<file path="src/rtl/multi_cycle_control_pkg.sv">
// Shared encodings for the multi-cycle RV32I control unit: opcodes, states,
// ALU classes, datapath mux selects and the control-word payload.
package multi_cycle_control_pkg;

  localparam int unsigned OP_W     = 7;
  localparam int unsigned ST_W     = 4;
  localparam int unsigned ALU_OP_W = 3;
  localparam int unsigned SEL_W    = 2;

  localparam logic [OP_W-1:0] OP_R_TYPE = 7'b0110011;
  localparam logic [OP_W-1:0] OP_I_TYPE = 7'b0010011;
  localparam logic [OP_W-1:0] OP_LOAD   = 7'b0000011;
  localparam logic [OP_W-1:0] OP_STORE  = 7'b0100011;
  localparam logic [OP_W-1:0] OP_BRANCH = 7'b1100011;
  localparam logic [OP_W-1:0] OP_LUI    = 7'b0110111;
  localparam logic [OP_W-1:0] OP_JAL    = 7'b1101111;
  localparam logic [OP_W-1:0] OP_JALR   = 7'b1100111;

  typedef enum logic [ST_W-1:0] {
    S_FETCH     = 4'd0,
    S_DECODE    = 4'd1,
    S_MEM_ADDR  = 4'd2,
    S_MEM_READ  = 4'd3,
    S_MEM_WB    = 4'd4,
    S_MEM_WRITE = 4'd5,
    S_EXEC_R    = 4'd6,
    S_EXEC_I    = 4'd7,
    S_LUI       = 4'd8,
    S_ALU_WB    = 4'd9,
    S_BRANCH    = 4'd10,
    S_JAL       = 4'd11,
    S_JALR      = 4'd12,
    S_TRAP      = 4'd13
  } state_e;

  localparam logic [ALU_OP_W-1:0] ALU_R   = 3'b000;
  localparam logic [ALU_OP_W-1:0] ALU_I   = 3'b001;
  localparam logic [ALU_OP_W-1:0] ALU_BR  = 3'b010;
  localparam logic [ALU_OP_W-1:0] ALU_LUI = 3'b011;
  localparam logic [ALU_OP_W-1:0] ALU_ADD = 3'b100;

  localparam logic [SEL_W-1:0] PC_SRC_ALU    = 2'b00;
  localparam logic [SEL_W-1:0] PC_SRC_ALUOUT = 2'b01;

  localparam logic [SEL_W-1:0] WB_ALUOUT = 2'b00;
  localparam logic [SEL_W-1:0] WB_MDR    = 2'b01;
  localparam logic [SEL_W-1:0] WB_PC     = 2'b10;

  localparam logic [SEL_W-1:0] A_PC     = 2'b00;
  localparam logic [SEL_W-1:0] A_RS1    = 2'b01;
  localparam logic [SEL_W-1:0] A_OLD_PC = 2'b10;
  localparam logic [SEL_W-1:0] A_ZERO   = 2'b11;

  localparam logic [SEL_W-1:0] B_RS2  = 2'b00;
  localparam logic [SEL_W-1:0] B_FOUR = 2'b01;
  localparam logic [SEL_W-1:0] B_IMM  = 2'b10;

  typedef struct packed {
    logic                pc_write;
    logic                pc_write_cond;
    logic [SEL_W-1:0]    pc_src;
    logic                iord;
    logic                mem_read;
    logic                mem_write;
    logic                ir_write;
    logic                reg_write;
    logic [SEL_W-1:0]    mem_to_reg;
    logic [SEL_W-1:0]    alu_src_a;
    logic [SEL_W-1:0]    alu_src_b;
    logic [ALU_OP_W-1:0] alu_op;
    logic                illegal;
  } ctrl_t;

endpackage

</file>
<file path="src/rtl/multi_cycle_control_next_state.sv">
// Next-state logic of the multi-cycle control FSM.
module multi_cycle_control_next_state
  import multi_cycle_control_pkg::*;
#(
  parameter bit ILLEGAL_HALT = 1'b1
) (
  input  state_e          state_i,
  input  logic [OP_W-1:0] op_i,
  input  logic            mem_ready_i,
  output state_e          next_state_c_o
);

  always_comb begin
    next_state_c_o = S_FETCH;
    case (state_i)
      S_FETCH:     next_state_c_o = mem_ready_i ? S_DECODE : S_FETCH;
      S_DECODE: begin
        case (op_i)
          OP_R_TYPE:         next_state_c_o = S_EXEC_R;
          OP_I_TYPE:         next_state_c_o = S_EXEC_I;
          OP_LOAD, OP_STORE: next_state_c_o = S_MEM_ADDR;
          OP_BRANCH:         next_state_c_o = S_BRANCH;
          OP_LUI:            next_state_c_o = S_LUI;
          OP_JAL:            next_state_c_o = S_JAL;
          OP_JALR:           next_state_c_o = S_JALR;
          default:           next_state_c_o = S_TRAP;
        endcase
      end
      S_MEM_ADDR:  next_state_c_o = (op_i == OP_LOAD) ? S_MEM_READ : S_MEM_WRITE;
      S_MEM_READ:  next_state_c_o = mem_ready_i ? S_MEM_WB : S_MEM_READ;
      S_MEM_WRITE: next_state_c_o = mem_ready_i ? S_FETCH : S_MEM_WRITE;
      S_EXEC_R, S_EXEC_I, S_LUI: next_state_c_o = S_ALU_WB;
      S_TRAP:      next_state_c_o = ILLEGAL_HALT ? S_TRAP : S_FETCH;
      // Writeback/PC-update states and undefined encodings all return to fetch.
      default:     next_state_c_o = S_FETCH;
    endcase
  end

endmodule

</file>
<file path="src/rtl/multi_cycle_control.sv">
// Multi-cycle RV32I control unit: state register plus per-state datapath
// control decode, with a Mealy fetch-complete strobe on Mem_Ready_i.
module multi_cycle_control
  import multi_cycle_control_pkg::*;
#(
  parameter int unsigned ALU_OP_WIDTH = 3,
  parameter int unsigned STATE_WIDTH  = 4,
  parameter bit          ILLEGAL_HALT = 1'b1
) (
  input  logic                    clk,
  input  logic                    reset,
  input  logic [OP_W-1:0]         OP_i,
  input  logic                    Mem_Ready_i,
  output logic                    PC_Write_o,
  output logic                    PC_Write_Cond_o,
  output logic [1:0]              PC_Src_o,
  output logic                    IorD_o,
  output logic                    Mem_Read_o,
  output logic                    Mem_Write_o,
  output logic                    IR_Write_o,
  output logic                    Reg_Write_o,
  output logic [1:0]              Mem_to_Reg_o,
  output logic [1:0]              ALU_Src_A_o,
  output logic [1:0]              ALU_Src_B_o,
  output logic [ALU_OP_WIDTH-1:0] ALU_Op_o,
  output logic                    Illegal_Op_o,
  output logic [STATE_WIDTH-1:0]  State_o
);

  state_e state_q, state_d;
  ctrl_t  ctl, ctl_c;

  multi_cycle_control_next_state #(
    .ILLEGAL_HALT (ILLEGAL_HALT)
  ) u_next_state (
    .state_i        (state_q),
    .op_i           (OP_i),
    .mem_ready_i    (Mem_Ready_i),
    .next_state_c_o (state_d)
  );

  always_ff @(posedge clk or posedge reset) begin
    if (reset) state_q <= S_FETCH;
    else       state_q <= state_d;
  end

  always_comb begin
    ctl            = '0;
    ctl.pc_src     = PC_SRC_ALU;
    ctl.mem_to_reg = WB_ALUOUT;
    ctl.alu_src_a  = A_PC;
    ctl.alu_src_b  = B_RS2;
    ctl.alu_op     = ALU_R;
    case (state_q)
      S_FETCH: begin
        ctl.mem_read  = 1'b1;
        ctl.alu_src_b = B_FOUR;
        ctl.alu_op    = ALU_ADD;
        ctl.ir_write  = Mem_Ready_i;
        ctl.pc_write  = Mem_Ready_i;
      end
      S_DECODE: begin
        ctl.alu_src_a = A_OLD_PC;
        ctl.alu_src_b = B_IMM;
        ctl.alu_op    = ALU_ADD;
      end
      S_MEM_ADDR: begin
        ctl.alu_src_a = A_RS1;
        ctl.alu_src_b = B_IMM;
        ctl.alu_op    = ALU_ADD;
      end
      S_MEM_READ: begin
        ctl.iord     = 1'b1;
        ctl.mem_read = 1'b1;
      end
      S_MEM_WB: begin
        ctl.reg_write  = 1'b1;
        ctl.mem_to_reg = WB_MDR;
      end
      S_MEM_WRITE: begin
        ctl.iord      = 1'b1;
        ctl.mem_write = 1'b1;
      end
      S_EXEC_R: begin
        ctl.alu_src_a = A_RS1;
        ctl.alu_op    = ALU_R;
      end
      S_EXEC_I: begin
        ctl.alu_src_a = A_RS1;
        ctl.alu_src_b = B_IMM;
        ctl.alu_op    = ALU_I;
      end
      S_LUI: begin
        ctl.alu_src_a = A_ZERO;
        ctl.alu_src_b = B_IMM;
        ctl.alu_op    = ALU_LUI;
      end
      S_ALU_WB: ctl.reg_write = 1'b1;
      S_BRANCH: begin
        ctl.alu_src_a     = A_RS1;
        ctl.alu_op        = ALU_BR;
        ctl.pc_write_cond = 1'b1;
        ctl.pc_src        = PC_SRC_ALUOUT;
      end
      S_JAL: begin
        ctl.pc_write   = 1'b1;
        ctl.pc_src     = PC_SRC_ALUOUT;
        ctl.reg_write  = 1'b1;
        ctl.mem_to_reg = WB_PC;
      end
      // The A register was latched in DECODE, so rd == rs1 is safe here.
      S_JALR: begin
        ctl.alu_src_a  = A_RS1;
        ctl.alu_src_b  = B_IMM;
        ctl.alu_op     = ALU_ADD;
        ctl.pc_write   = 1'b1;
        ctl.pc_src     = PC_SRC_ALU;
        ctl.reg_write  = 1'b1;
        ctl.mem_to_reg = WB_PC;
      end
      S_TRAP:  ctl.illegal = 1'b1;
      default: ctl.illegal = 1'b0;
    endcase
    ctl_c = reset ? '0 : ctl;
  end

  assign PC_Write_o      = ctl_c.pc_write;
  assign PC_Write_Cond_o = ctl_c.pc_write_cond;
  assign PC_Src_o        = ctl_c.pc_src;
  assign IorD_o          = ctl_c.iord;
  assign Mem_Read_o      = ctl_c.mem_read;
  assign Mem_Write_o     = ctl_c.mem_write;
  assign IR_Write_o      = ctl_c.ir_write;
  assign Reg_Write_o     = ctl_c.reg_write;
  assign Mem_to_Reg_o    = ctl_c.mem_to_reg;
  assign ALU_Src_A_o     = ctl_c.alu_src_a;
  assign ALU_Src_B_o     = ctl_c.alu_src_b;
  assign ALU_Op_o        = ALU_OP_WIDTH'(ctl_c.alu_op);
  assign Illegal_Op_o    = ctl_c.illegal;
  assign State_o         = STATE_WIDTH'(state_q);

endmodule

</file>
<file path="config.mk">
export PLATFORM = sky130hd
export DESIGN_NAME = multi_cycle_control
export DESIGN_NICKNAME = d
export VERILOG_FILES = /design/src/rtl/multi_cycle_control_pkg.sv /design/src/rtl/multi_cycle_control_next_state.sv /design/src/rtl/multi_cycle_control.sv
export SDC_FILE = /design/constraint.sdc
export NUM_CORES = 1
export LEC_CHECK = 0
export ABC_AREA = 1
export BUFFER_PORTS_ARGS = -buffer_cell sky130_fd_sc_hd__buf_4
export CELL_PAD_IN_SITES_DETAIL_PLACEMENT = 1
export CELL_PAD_IN_SITES_GLOBAL_PLACEMENT = 1
export CORE_MARGIN = 4
export CORE_UTILIZATION = 29
export DETAILED_ROUTE_END_ITERATION = 7
export PLACE_DENSITY = 0.9
export SETUP_SLACK_MARGIN = 0.02
export SLEW_MARGIN = 10
export SYNTH_ARGS = -nofsm -noshare
export SYNTH_HDL_FRONTEND = slang
export SYNTH_SLANG_ARGS = --single-unit
</file>
<file path="constraint.sdc">
create_clock -name clk -period 3.2 [get_ports clk]
set_clock_uncertainty 0.2 [all_clocks]
set_input_delay 0.48 -clock clk [delete_from_list [all_inputs] [get_ports clk]]
set_output_delay 0.48 -clock clk [all_outputs]
set_load 0.02 [all_outputs]
</file>
==> impl_results.md, run 1 <==
- Post-route design area: 886 sq um
- Arr. time, crit path: 1.54 ns
- Avg Cell Area, Syn: 5.52 sq um
- Total power: 658 uW
- Final Wtd Congestion: 0.832
- Critical path peak fanout: 7
- Fill cells: 289
- Core Box Area: 1980 sq um
- Top post-synthesis cells by area: dfrtp_1 (16%), nand2_1 (14%), nor2_1 (13%)
- Yosys Warn Count: 0
- Via count: 832
- Share of layout cells above drive strength 1: 37.3%
- Vias in the first global route: 836
- # rows: 16
- CTS sink cnt: 4
- Worst EP required: 2.52 ns
- Final hold vios: 0
- Sequential share of the synthesized area: 16.3%
- Max reg flops: 4
- Commonest non-fill, non-tap cells in the layout: buf_4 (31), nand2_1 (23), nor2_1 (21)
- Drc violations: 0
- #FFs+latches synth: 4
- Post-Layout Cell Count: 169
- Antenna violations before repair: 0
- Detailed router's first-iteration violation count: 10
- Final Max Tran Viols: 0
- Clock Path Buffers: 2
- Leading area contributor after synthesis: dfrtp_1
- Total grt overflow: 0
- Post-DRT Antenna Nets: 0
- Post-cts sizing count: 0
- Chip Height: 54.0 microns
- First-pass GRT wire length: 3.37 mm
- Final wirelength: 2.10 mm
- Status: finished, final reports clean
- Starting Density: 30.9%
- Setup_tns: 0 ns
- First-pass DRT Iterations: 4
- Setup bufs post-CTS: 0
- Footprint of the multi-input gates: 425 sq um
- Hold crit path type: in -> async
- Placed cell count: 166
- Mapped Cells: 111
- H-tree depth: 1
- VDD IR-drop max: 0.000290 V
- Final Util: 44.7%
- Gr usage total: 15.5%
- Crit path capture type: primary output
- FF/Latch Area: 100 sq um
- Post-DP HPWL: 1.81 mm
- Final-stage net count: 154
- Setup slack, reg-to-reg: 1.78 ns
- Area of placed instances: 863 sq um
- Routed via count divided by cell count: 4.92
- Final setup violation count: 0
- Post-synthesis to final-layout area growth: 44.5%
- Clock tree from TritonCTS: done
- LEAKAGE: 0.000485 uW
- Syn_nets: 121
- Num CTS Buffers: 3
- Period utilization: 69.4%
- Port bufs: 31
- CTS Hold Bufs: 0
- IO Pins: 33
- Clock Tree Root: clkbuf_4
- RSZ-0062 raised after global routing: false
- Yosys cell types: 24
- Pwr dens: 743 nW/um^2
- Drt wl/cell: 12.4 microns
- Reg clk slew, reported paths: 0.04 ns
- Maxcap violations: 0
- Diodes inserted: 0
- Post-synthesis cell area: 613 sq um
- Area fraction of the dominant cell type after synthesis: 16.3%
- Largest net degree at the start of global routing: 20
- Die W: 54.0 microns
- Most common cell after layout, fill and taps aside: buf_4
- Critical path launch point type: flip-flop
- Min cycle time layout: 2.22 ns
- Die area: 2910 sq um
- Clk_lat worst skew: 0.25 ns
- CP Class: reg -> out
- Peak Freq: 450 MHz
-- metal layers --
| metal | wire, microns | up-vias | track usage [%] | part of all wire (%) |
|---|---|---|---|---|
| met5 | 0 | - | 0 | 0 |
| met4 | 47 | 0 | 8.71 | 2.2 |
| met3 | 156 | 5 | 0.277 | 7.4 |
| met2 | 1100 | 31 | 31.5 | 53 |
| met1 | 790 | 379 | 15.3 | 38 |
| li1 | - | 417 | - | - |
-- path summary, 6_finish.rpt --
| check | from | cells past startpoint | end |
|---|---|---|---|
| worst max-delay path | State_o[0] | 6 | PC_Write_o |
| worst min-delay path | reset | 2 | State_o[1] |
| worst max register to register | State_o[0] | 5 | State_o[0] |
| worst min register to register | State_o[2] | 5 | State_o[2] |
| max in group asynchronous | reset | 2 | State_o[3] |
| min in group clk | Mem_Ready_i | 5 | State_o[2] |
-- synth_stat cells --
| library cell | count |
|---|---|
| nand2_1 | 23 |
| nor2_1 | 21 |
| inv_1 | 11 |
| inv_2 | 8 |
| nand3_1 | 8 |
| a21oi_1 | 4 |
| a31oi_1 | 4 |
| dfrtp_1 | 4 |
| nand2_2 | 4 |
| nor3_1 | 4 |
| nand4_1 | 3 |
| nor2_2 | 3 |
| nor2_4 | 2 |
| o21ai_0 | 2 |
| a21o_1 | 1 |
| a221oi_1 | 1 |
| and2_1 | 1 |
| buf_1 | 1 |
| buf_2 | 1 |
| buf_4 | 1 |
| conb_1 | 1 |
| nand3_2 | 1 |
| nor3_4 | 1 |
| o21a_1 | 1 |
-- per-stage QoR --
stage | hold WS, ns | worst slack, ns
detailed placement | 0.264 | 1.26
CTS | 0.00550 | 0.993
global placement | 0.260 | 1.28
finish | 0.00605 | 0.979
global route | 0.0419 | 0.922
floorplan | 0.421 | 1.17
-- cell families (layout without fill, tap and decap cells) --
logic type	after synthesis	after routing	share of synthesized area [%]
simple gates	71	71	55.9
flops	4	4	16.3
other cells	1	1	0.612
buf+inv	22	53	14.3
compound gates	13	13	12.9
-- power by group --
group	leakage (uW)	switching [uW]	internal, uW	total [uW]
Combinational	0.000420	304	178	482
Sequential	0.0000511	41.1	70.2	111
Clock	0.0000138	23.2	42.1	65.3
-- critical path, stage by stage (launching register included) --
cell and delay [ns]:
dfrtp_1 0.50, inv_2 0.10, nand2_1 0.16, nor3_4 0.06, a31oi_1 0.22, a21oi_1 0.10, buf_4 0.17
-- cell type report --
cell class	count	area share, %
timing repair buffer	31	26.3
sequential	4	11.3
tap	27	3.81
inverter	19	8.05
clock buffer	3	2.54
multi-input combinational	85	48.0
Note: power is estimated with default switching activity, not from simulation.
==> run 2: changes to the inputs <==
- CORE_ASPECT_RATIO: unset -> 1.75
- CORE_UTILIZATION: 29 -> 27
- PLACE_DENSITY: 0.9 -> 0.85
- clock period: 3.2 -> 2.3 ns (I/O delays scaled with it)
==> run 2 against run 1 <==
  * Core utilization down 3.1 points
  * Clock-buffer cell count unchanged
  * Flip-flop and latch count unchanged
  * Combinational power up 41%
  * First-iteration DRC count up 40%
  * Sequential power up 38%
  * Critical endpoint is now ALU_Op_o[2]
==> impl_results.md, run 2 (synthesis results as in run 1) <==
- Starting Density: 28.6%
- Critical path, cell by cell: nor2_4 > nand3_1 > inv_2 > nor2_2 > a31oi_1 > buf_4
- Num CTS Buffers: 3
- VDD IR-drop max: 0.000361 V
- Reg clk slew, reported paths: 0.04 ns
- Final-stage net count: 155
- Cell Int Power: 405 uW
- Clk_lat worst skew: 0.24 ns
- Arr. time, crit path: 1.53 ns
- Port bufs: 31
- Max reg flops: 4
- Wl on met1: 661 microns
- Diodes inserted: 0
- Hold crit path type: in -> reg
- Post-cts sizing count: 0
- Antenna violations before repair: 0
- Worst EP required: 1.75 ns
- IO Pins: 33
- Final Wtd Congestion: 0.953
- Clock Path Buffers: 2
- RSZ-0062 raised after global routing: false
- Crit path capture type: primary output
- Pwr dens: 1030 nW/um^2
- # rows: 22
- Drt wl/cell: 12.6 microns
- Final hold vios: 0
- Metal3 WL: 131 microns
- Post-DRT Antenna Nets: 0
- Core Box Area: 2150 sq um
- CP top delay family: flip-flops
- Top sig layer: met4
- Final Max Tran Viols: 0
- Critical path launch point type: flip-flop
- Clock Tree Root: clkbuf_4
- Largest net degree at the start of global routing: 20
- Status: finished, final reports clean
- Worst hold slack: 0.252 ns
- LEAKAGE: 0.000489 uW
- Period utilization: 90.4%
- Clock power share: 9.5%
- Setup_tns: 0 ns
- Clock tree from TritonCTS: done
- Fill cells: 305
- Post-route design area: 892 sq um
- Final setup violation count: 0
- Gr usage total: 15.2%
- Via count: 826
- FF/Latch Area: 100 sq um
- Setup bufs post-CTS: 0
- Critical path peak fanout: 5
- Final Util: 41.6%
- Routed via count divided by cell count: 4.95
- Share of layout cells above drive strength 1: 37.1%
- CP Class: reg -> out
- Commonest non-fill, non-tap cells in the layout: buf_4 (31), nand2_1 (23), nor2_1 (21)
- Die area: 3130 sq um
- Chip Height: 71.0 microns
- Met2 WL: 1.25 mm
- Most common cell after layout, fill and taps aside: buf_4
- Drc violations: 0
- Worst path slowest cell: dfrtp_1
- Post-DP HPWL: 1.87 mm
- First-pass DRT Iterations: 4
- Sw Share: 56.0%
- Footprint of the multi-input gates: 425 sq um
- Logic pwr share: 73.9%
- Final wirelength: 2.11 mm
- Peak Freq: 481 MHz
- Net Sw Power: 514 uW
- Vias in the first global route: 859
- CTS sink cnt: 4
- Crit path largest cell delay: 0.45 ns
- WP buf/inv: 2
- Detailed router's first-iteration violation count: 14
- H-tree depth: 1
- Total grt overflow: 0
- Min cycle time layout: 2.08 ns
- First-pass GRT wire length: 3.68 mm
- Total power: 919 uW
- Maxcap violations: 0
- Die W: 44.0 microns
- Post-synthesis to final-layout area growth: 45.5%
- Sequential share of power: 16.6%
- Area of placed instances: 860 sq um
## run 2: cell count changes in the layout (fill, tap and decap cells not counted)
cell / before / now
dlygate4sd3_1: 0 / 1
## run 2: timing repair
| action | 4_1_cts | 5_1_grt |
|---|---|---|
| setup endpoints to repair | 0 | 0 |
| hold endpoints to repair | 4 | 0 |
| hold buffers | 1 | 0 |
## run 2: metrics by stage
stage	worst slack, ns	std cells
5_1_grt	0.0828	167
2_1_floorplan	0.402	111
3_5_place_dp	0.450	163
3_3_place_gp	0.497	163
4_1_cts	0.200	167
6_report	0.221	167
## run 2: routing by layer
layer  track usage [%]  vias up
li1                  -      416
met1              13.9      373
met5                 0        -
met2              29.4       32
met4              7.72        0
met3              3.05        5
## run 2: cell type report
cell class	instances	share of cell area, %
clock buffers	3	2.52
inverters	19	7.99
multi-input cells	85	47.7
flip-flops and latches	4	11.2
well taps	24	3.37
repair buffers	32	27.2
## run 2: worst register-to-register path: cells and delay by family (launching register included)
kind,cells,cell delay [ns]
simple gates,6,0.56
flops,1,0.47
buf+inv,1,0.10
## run 2: path summary, 6_finish.rpt
| check | cells past startpoint | start | slack [ns] | end |
|---|---|---|---|---|
| max | 6 | State_o[3] | 0.22 | ALU_Op_o[2] |
| min | 5 | Mem_Ready_i | 0.25 | State_o[2] |
| max reg2reg | 7 | State_o[3] | 0.85 | State_o[2] |
| min reg2reg | 4 | State_o[0] | 0.61 | State_o[2] |
| max in group asynchronous | 3 | reset | 1.32 | State_o[2] |
| min in group asynchronous | 3 | reset | 0.44 | State_o[1] |
## run 2: power by group through the flow
stage	sequential [uW]	combinational (uW)	clock, uW
2_1_floorplan	176	409	0
3_3_place_gp	151	673	0
3_5_place_dp	154	685	0
4_1_cts	153	687	91.1
5_1_grt	158	751	101
6_report	153	679	87.6
